**src/rtl/alu_mul_sequencer_pkg.sv**
```systemverilog
// Shared definitions for the shift-add multiplier: ALU opcodes, sequencer state
// encodings and the registered result payload.
package alu_mul_sequencer_pkg;

    localparam int unsigned MUL_WIDTH = 32;
    localparam int unsigned ALU_OP_W  = 4;
    localparam int unsigned STATE_W   = 2;

    localparam logic [ALU_OP_W-1:0] ALU_ADD    = 4'b0000;
    localparam logic [ALU_OP_W-1:0] ALU_SUB    = 4'b0001;
    localparam logic [ALU_OP_W-1:0] ALU_AND    = 4'b0010;
    localparam logic [ALU_OP_W-1:0] ALU_OR     = 4'b0011;
    localparam logic [ALU_OP_W-1:0] ALU_XOR    = 4'b0100;
    localparam logic [ALU_OP_W-1:0] ALU_PASS_A = 4'b0101;

    localparam logic [STATE_W-1:0] S_IDLE = 2'd0;
    localparam logic [STATE_W-1:0] S_RUN  = 2'd1;
    localparam logic [STATE_W-1:0] S_DONE = 2'd2;

    typedef struct packed {
        logic [2*MUL_WIDTH-1:0] product;
        logic                   z_flag;
        logic                   n_flag;
    } mul_result_t;

    // Product plus the flags derived from it.
    function automatic mul_result_t make_result(input logic [2*MUL_WIDTH-1:0] p);
        mul_result_t r;
        r.product = p;
        r.z_flag  = (p == '0);
        r.n_flag  = p[2*MUL_WIDTH-1];
        return r;
    endfunction

endpackage

```
**src/rtl/alu_mul_sequencer_alu.sv**
```systemverilog
// Project ALU: purely combinational, port order (Out,Z,N,C,V,A,B,Op).
module alu_mul_sequencer_alu
    import alu_mul_sequencer_pkg::*;
#(
    parameter int unsigned WIDTH = MUL_WIDTH
) (
    output logic [WIDTH-1:0]    out_c,
    output logic                z_c,
    output logic                n_c,
    output logic                c_c,
    output logic                v_c,
    input  logic [WIDTH-1:0]    a,
    input  logic [WIDTH-1:0]    b,
    input  logic [ALU_OP_W-1:0] op
);

    logic [WIDTH:0] sum;

    // C is the bit above the result: carry for ADD, borrow for SUB, 0 otherwise.
    always_comb begin
        sum = {1'b0, a};
        v_c = 1'b0;
        case (op)
            ALU_ADD: begin
                sum = {1'b0, a} + {1'b0, b};
                v_c = (a[WIDTH-1] == b[WIDTH-1]) && (sum[WIDTH-1] != a[WIDTH-1]);
            end
            ALU_SUB: begin
                sum = {1'b0, a} - {1'b0, b};
                v_c = (a[WIDTH-1] != b[WIDTH-1]) && (sum[WIDTH-1] != a[WIDTH-1]);
            end
            ALU_AND:    sum = {1'b0, a & b};
            ALU_OR:     sum = {1'b0, a | b};
            ALU_XOR:    sum = {1'b0, a ^ b};
            ALU_PASS_A: sum = {1'b0, a};
            default:    sum = {1'b0, a};
        endcase
        out_c = sum[WIDTH-1:0];
        c_c   = sum[WIDTH];
        n_c   = sum[WIDTH-1];
        z_c   = (sum[WIDTH-1:0] == '0);
    end

endmodule

```
**src/rtl/alu_mul_sequencer.sv**
```systemverilog
// Iterative 32x32->64 unsigned multiplier: one ALU add per cycle, shifting the
// 65-bit {C,hi,lo} right each step, with a start/busy/done handshake.
module alu_mul_sequencer
    import alu_mul_sequencer_pkg::*;
#(
    parameter int unsigned          WIDTH  = MUL_WIDTH,
    parameter logic [ALU_OP_W-1:0]  ADD_OP = ALU_ADD
) (
    input  logic                 clk,
    input  logic                 reset,
    input  logic                 start,
    input  logic [WIDTH-1:0]     multiplicand,
    input  logic [WIDTH-1:0]     multiplier,
    output logic                 busy,
    output logic                 done,
    output logic [2*WIDTH-1:0]   product,
    output logic                 z_flag,
    output logic                 n_flag
);

    localparam int unsigned CNT_W = $clog2(WIDTH);

    logic [STATE_W-1:0] state_q, state_d;
    logic [CNT_W-1:0]   count_q, count_d;
    logic               busy_q, busy_d;
    logic               done_q, done_d;
    mul_result_t        res_q, res_d;
    logic [WIDTH-1:0]   m_q, m_d;
    logic [WIDTH-1:0]   hi_q, hi_d;
    logic [WIDTH-1:0]   lo_q, lo_d;

    logic [WIDTH-1:0]   alu_b;
    logic [WIDTH-1:0]   alu_out;
    logic               alu_c;
    logic               alu_z_unused;
    logic               alu_n_unused;
    logic               alu_v_unused;

    assign alu_b = lo_q[0] ? m_q : '0;

    alu_mul_sequencer_alu #(
        .WIDTH (WIDTH)
    ) u_alu (
        .out_c (alu_out),
        .z_c   (alu_z_unused),
        .n_c   (alu_n_unused),
        .c_c   (alu_c),
        .v_c   (alu_v_unused),
        .a     (hi_q),
        .b     (alu_b),
        .op    (ADD_OP)
    );

    // Next-state and datapath update.
    always_comb begin
        state_d = state_q;
        count_d = count_q;
        done_d  = 1'b0;
        res_d   = res_q;
        m_d     = m_q;
        hi_d    = hi_q;
        lo_d    = lo_q;
        case (state_q)
            S_IDLE: begin
                if (start) begin
                    m_d     = multiplicand;
                    hi_d    = '0;
                    lo_d    = multiplier;
                    count_d = '0;
                    state_d = S_RUN;
                end
            end
            S_RUN: begin
                // Carry is kept even when B=0 so the shift stays 65 bits wide.
                hi_d    = {alu_c, alu_out[WIDTH-1:1]};
                lo_d    = {alu_out[0], lo_q[WIDTH-1:1]};
                count_d = count_q + CNT_W'(1);
                if (count_q == CNT_W'(WIDTH - 1)) begin
                    state_d = S_DONE;
                end
            end
            S_DONE: begin
                done_d  = 1'b1;
                res_d   = make_result({hi_q, lo_q});
                state_d = S_IDLE;
            end
            default: begin
                state_d = S_IDLE;
            end
        endcase
        // busy covers the done pulse so it only falls together with done.
        busy_d = (state_d != S_IDLE) || done_d;
    end

    always_ff @(posedge clk or posedge reset) begin
        if (reset) begin
            state_q <= S_IDLE;
            count_q <= '0;
            busy_q  <= 1'b0;
            done_q  <= 1'b0;
            res_q   <= make_result('0);
        end else begin
            state_q <= state_d;
            count_q <= count_d;
            busy_q  <= busy_d;
            done_q  <= done_d;
            res_q   <= res_d;
        end
    end

    always_ff @(posedge clk or posedge reset) begin
        if (reset) begin
            m_q  <= '0;
            hi_q <= '0;
            lo_q <= '0;
        end else begin
            m_q  <= m_d;
            hi_q <= hi_d;
            lo_q <= lo_d;
        end
    end

    assign busy    = busy_q;
    assign done    = done_q;
    assign product = res_q.product;
    assign z_flag  = res_q.z_flag;
    assign n_flag  = res_q.n_flag;

endmodule
```
**config.mk**
```make
export PLATFORM = sky130hd
export DESIGN_NAME = alu_mul_sequencer
export DESIGN_NICKNAME = d
export VERILOG_FILES = /design/src/rtl/alu_mul_sequencer_pkg.sv /design/src/rtl/alu_mul_sequencer_alu.sv /design/src/rtl/alu_mul_sequencer.sv
export SDC_FILE = /design/constraint.sdc
export NUM_CORES = 1
export LEC_CHECK = 0
export CORE_MARGIN = 2
export CORE_UTILIZATION = 63
export DETAILED_ROUTE_END_ITERATION = 16
export GPL_ROUTABILITY_DRIVEN = 1
export PLACE_DENSITY_LB_ADDON = 0.05
export SLEW_MARGIN = 25
export SYNTH_ARGS = -nofsm -noshare
export SYNTH_HDL_FRONTEND = slang
export SYNTH_HIERARCHICAL = 1
export SYNTH_SLANG_ARGS = --single-unit
```
**constraint.sdc**
```tcl
create_clock -name clk -period 9 [get_ports clk]
set_input_delay 1.8 -clock clk [delete_from_list [all_inputs] [get_ports clk]]
set_output_delay 1.8 -clock clk [all_outputs]
set_load 0.005 [all_outputs]
```
==> reports/results.txt, run 1 <==
Status -> complete, no violations
H-tree depth -> 4
CTS tree -> done
Pre-Repair DR Iteration Count -> 9
Commonest non-fill, non-tap cell in the layout -> nand2_1
Worst path slowest cell -> clkdlybuf4s50_1
Worst path buffer plus inverter count -> 2
Clock root cell -> clkbuf_16
Post-synthesis cell area -> 0.0130 mm^2
Starting DRT DRC Count -> 1228
Final core utilization -> 0.739
Worst skew pair latency -> 450 ps
# setup viols final -> 0
Setup TNS -> 0 ps
Gr usage total -> 0.381
Most frequent cells in the layout -> nand2_1 (288), dfrtp_1 (168), clkdlybuf4s50_1 (134)
MaxCap Viol Count -> 0
Largest net degree at the start of global routing -> 114
Reg2reg setup slack -> 4810 ps
Crit start category -> input port
Clock slew at reported path FFs -> 80 ps
Cell-by-cell trace of the critical path -> clkdlybuf4s50_1 > o21bai_4 > buf_4 > o21ai_0 > o21ai_0
Min cycle time layout -> 4240 ps
Die Width -> 147 um
Crit path launch -> start
Worst Setup EP -> count_q[2]
Synth Warn # -> 6
Peak VDD IR -> 149 uV
Slew Limit Fails -> 0
Worst R2R Start -> lo_q[0]
Category of the most critical setup path -> in2reg
Avg Inst Size Synth -> 8.15 um^2
Gpl congestion -> 0.969
Final-layout fill cell count -> 1520
Drt wl/cell -> 21.0 um
CP max FO -> 45
Core ar. -> 0.0202 mm^2
Max_slew headroom -> 0.243
Slew @ Worst Pin -> 1130 ps
Peak Freq -> 236 MHz
Final net count -> 1841
Stages on worst setup path -> 5
Max incr delay on CP -> 950 ps
Worst path arrival time -> 4590 ps
IO Pins -> 135
Pleak -> 0.00685 uW
Post-CTS sizing -> 0
Detail Route Antenna Nets -> 0
Crit-path most repeated cell -> o21ai_0
Fin crit share -> 0.471
Sink Count -> 170
Final clock skew -> 13.5 ps
RSZ-0062 raised after global routing -> false
Clk buf depth -> 2
Starting Density -> 0.640
Reg2Reg Capture Point -> hi_q[30]
Die area -> 0.0217 mm^2
Cells after synthesis -> 1590
Global-route wire length before repair -> 65800 um
Number of antenna violations at the first check in global routing -> 1
Port Buf Inserts -> 134
Share of layout cells above drive strength 1 -> 0.0649
Syn-to-layout area delta -> 15.3%
Vias in the first global route -> 12200
Vias per cell -> 6.50
HPWL after DPL -> 27900 um
Pwr dens -> 323 mW/mm^2
Num CTS Buffers -> 17
Post-CTS setup buffers -> 0
Routed via count -> 12700
Final hold viol count -> 0
CTS Hold Bufs -> 0
CP top delay family -> buffers and inverters
FP Rows -> 52
Reg2Reg Depth -> 14
Crit. End Element -> flop
# DRC -> 0
Die Y -> 147 um
Routed WL -> 41000 um
WP data required -> 9350 ps
GR Overflow Total -> 0
Worst hold path class -> reg2reg
area by class of cell:
cell class	instances	area, um^2	share of cell area
diodes	1	2.50	0.000167
well taps	270	338	0.0226
inverters	105	402	0.0269
flip-flops and latches	170	4260	0.285
clock buffers	18	429	0.0287
multi-input cells	1231	7950	0.532
repair buffers	141	1390	0.0933
clock inverters	14	178	0.0119
tightest hold or removal path, cell delays in order (launching register included):
cell	delay, ps
dfrtp_1	350
nand2_1	50
nand2_1	50
routing by layer:
metal  wire length (um)  vias up  global-route usage  part of all wire
met5                  0        -                   0                 0
met4               1320        0               0.142             0.032
met3               3750      121              0.0728             0.091
met2              19100      690               0.625              0.47
met1              16900     6095               0.507              0.41
li1                   -     5773                   -                 -
state kept, by name, indices dropped and copies added, names as in the netlist:
signal / flops
m_q: 32
done: 1
lo_q: 32
state_q: 2
busy: 1
hi_q: 32
count_q: 5
product: 64
z_flag: 1
stage by stage:
| step | power (uW) | hold slack [ps] | std cells | area (um^2) | worst slack (ps) |
|---|---|---|---|---|---|
| 2_1_floorplan | 3230 | 449 | 1610 | 13000 | 2600 |
| 3_3_place_gp | 3870 | 450 | 1917 | 14300 | 4590 |
| 3_5_place_dp | 3940 | 461 | 1917 | 14300 | 4550 |
| 4_1_cts | 4720 | 481 | 1949 | 14900 | 4870 |
| 5_1_grt | 5140 | 499 | 1949 | 14900 | 4580 |
| 6_report | 4820 | 476 | 1950 | 14900 | 4760 |
power breakdown:
part / switching, uW / leakage (uW) / total (uW) / internal [uW]
logic: 1690 / 0.00438 / 2740 / 1050
clock network: 385 / 0.000291 / 762 / 376
registers: 311 / 0.00218 / 1320 / 1010
total: 2390 / 0.00685 / 4820 / 2430
worst min-delay path by stage:
stage,slack [ps],cells after the start,endpoint,start
after global routing,500,2,z_flag,z_flag
after floorplan,450,1,m_q[0],m_q[0]
after detailed placement,460,2,product[26],product[26]
after CTS,480,2,product[58],product[58]
final,480,2,product[28],product[28]
after global placement,450,2,z_flag,z_flag
No activity file was read; power rests on OpenSTA's default activity.
==> inputs of run 2 (changes only) <==
CORE_UTILIZATION = 59   (was 63)
clock period = 4.4 ns   (was 9 ns; I/O delays follow)
==> reports/results.txt, run 2 (synthesis results as in run 1) <==
Min cycle time layout -> 4120 ps
Post-CTS sizing -> 0 (unchanged)
Worst skew pair latency -> 450 ps (about the same)
GR Overflow Total -> 0 (unchanged)
CP top delay family -> compound AO/OA/AOI/OAI gates
Die Y -> 152 um (+3.2%)
Core ar. -> 0.0217 mm^2 (+7.2%)
Worst R2R Start -> lo_q[0]
Clock slew at reported path FFs -> 80 ps (about the same)
Max reg flops -> 64 (unchanged)
WP data required -> 4730 ps (-4620 ps)
Routed WL -> 42600 um (+3.7%)
Worst path buffer plus inverter count -> 1 (-1)
Routed via count -> 12800 (+1.3%)
Sink Count -> 170 (unchanged)
Peak Freq -> 242 MHz
Global-route wire length before repair -> 67100 um (+1.9%)
Reg2reg setup slack -> 280 ps (-4530 ps)
Crit start category -> flop
Largest net degree at the start of global routing -> 112 (-1.8%)
Worst Hold Path Cells -> 2 (unchanged)
CP max FO -> 14 (-69%)
IO Pins -> 135 (unchanged)
Slew Limit Fails -> 0 (unchanged)
CTS tree -> done
Cell-by-cell trace of the critical path -> buf_4 > and2_1 > ha_1 > fa_1 > a21oi_1 > o211ai_1 > nor4b_2 > o21ai_0 > nand2_1 > a31oi_1 > o2111a_1 > a211o_1 > o21ai_1 > a22o_1
Hold EP -> product[50]
FP Rows -> 54 (+3.8%)
Clock root cell -> clkbuf_16
Clk buf depth -> 2 (unchanged)
# setup viols final -> 0 (unchanged)
Port Buf Inserts -> 134 (unchanged)
Pwr dens -> 676 mW/mm^2 (+110%)
Category of the most critical setup path -> reg2reg
CTS Hold Bufs -> 0 (unchanged)
H-tree depth -> 4 (unchanged)
Pleak -> 0.00706 uW (+3.1%)
Die Width -> 152 um (+3.2%)
RSZ-0062 raised after global routing -> false
Slew @ Worst Pin -> 835 ps (-290 ps)
Placed instance count -> 1969 (+2.7%)
Worst path arrival time -> 4450 ps (-140 ps)
Final hold viol count -> 0 (unchanged)
Share of layout cells above drive strength 1 -> 0.0883 (+0.0234)
Peak VDD IR -> 329 uV (+120%)
Drt wl/cell -> 21.3 um (+1.0%)
Most frequent cells in the layout -> nand2_1 (288), dfrtp_1 (168), clkdlybuf4s50_1 (134)
Reg2Reg Depth -> 14 (unchanged)
Starting Density -> 0.598 (-0.0429)
Worst hold path class -> reg2reg
Status -> complete, no violations
Number of antenna violations at the first check in global routing -> 0 (-1)
Detail Route Antenna Nets -> 0 (unchanged)
Fin crit share -> 0.937
Gpl congestion -> 0.991 (+2.2%)
Die area -> 0.0232 mm^2 (+6.6%)
Vias in the first global route -> 12400 (+1.7%)
Syn-to-layout area delta -> 18.2%
Final clock skew -> 15.4 ps (+1.89 ps)
Crit. End Element -> flop
Max incr delay on CP -> 500 ps (-450 ps)
Worst path slowest cell -> o21ai_0
Vias per cell -> 6.42 (-1.3%)
Finished Layout Cells -> 2002 (+2.7%)
Gr usage total -> 0.362 (-0.0191)
Commonest non-fill, non-tap cell in the layout -> nand2_1
Pre-Repair DR Iteration Count -> 6 (-3)
Reg2Reg Capture Point -> hi_q[29]
MaxCap Viol Count -> 0 (unchanged)
Post-CTS setup buffers -> 0 (unchanged)
Max_slew headroom -> 0.438 (+0.195)
HPWL after DPL -> 29500 um (+5.8%)
Starting DRT DRC Count -> 1296 (+5.5%)
# DRC -> 0 (unchanged)
Setup TNS -> 0 ps (unchanged)
Hold path start -> product[50]
Final net count -> 1883 (+2.3%)
Num CTS Buffers -> 17 (unchanged)
-- run 2: per-layer routing --
metal,up-vias,routed length (um),share of wire,global-route usage
li1,5853,-,-,-
met1,6180,17300,0.41,0.484
met2,686,19600,0.46,0.576
met3,129,3960,0.093,0.0711
met4,0,1740,0.041,0.162
met5,-,0,0,0
-- run 2: layout make-up --
class,instances,area (um^2)
multi-input combinational,1231,7940
fill,1785,6370
timing repair buffer,183,1720
inverter,105,398
antenna,1,2.50
tap,280,350
clock inverter,15,218
clock buffer,17,425
sequential,170,4260
-- run 2: how the worst max path moves through the flow --
| stage | from | to | slack, ps | cells after the start |
|---|---|---|---|---|
| CTS | lo_q[0] | hi_q[31] | 470 | 15 |
| floorplan | lo_q[0] | hi_q[30] | 1200 | 16 |
| finish | lo_q[0] | hi_q[29] | 280 | 14 |
| global placement | lo_q[0] | hi_q[31] | 610 | 15 |
| global route | lo_q[0] | hi_q[31] | 130 | 15 |
| detailed placement | lo_q[0] | hi_q[31] | 500 | 15 |
-- run 2: worst register-to-register path: stages, from the launching register on --
cell and delay [ps]:
dfrtp_1 410, buf_4 200, and2_1 200, ha_1 220, fa_1 440, a21oi_1 340, o211ai_1 180, nor4b_2 200
o21ai_0 500, nand2_1 220, a31oi_1 390, o2111a_1 280, a211o_1 140, o21ai_1 90, a22o_1 220
-- run 2: through the flow --
step	utilization	setup slack [ps]	cell area, um^2	hold slack [ps]	power, uW
after floorplan	-	1200	13000	449	6610
after global placement	0.676	613	14700	451	8320
after detailed placement	0.676	501	14700	461	8440
after CTS	0.706	468	15300	481	10100
after global routing	0.706	133	15300	500	11000
final	0.706	276	15300	474	10300
-- run 2: where the power goes --
part	switching, uW	leakage [uW]	total [uW]	internal (uW)
combinational	3580	0.00457	6000	2420
sequential	641	0.00218	2710	2070
clock	803	0.000309	1640	839
total	5030	0.00706	10300	5320
==> inputs of run 3 (changes only) <==
HOLD_SLACK_MARGIN = 0.05   (was default)
==> results of run 3 <==
No change in the layout: final DEF, timing and power equal those of run 2.
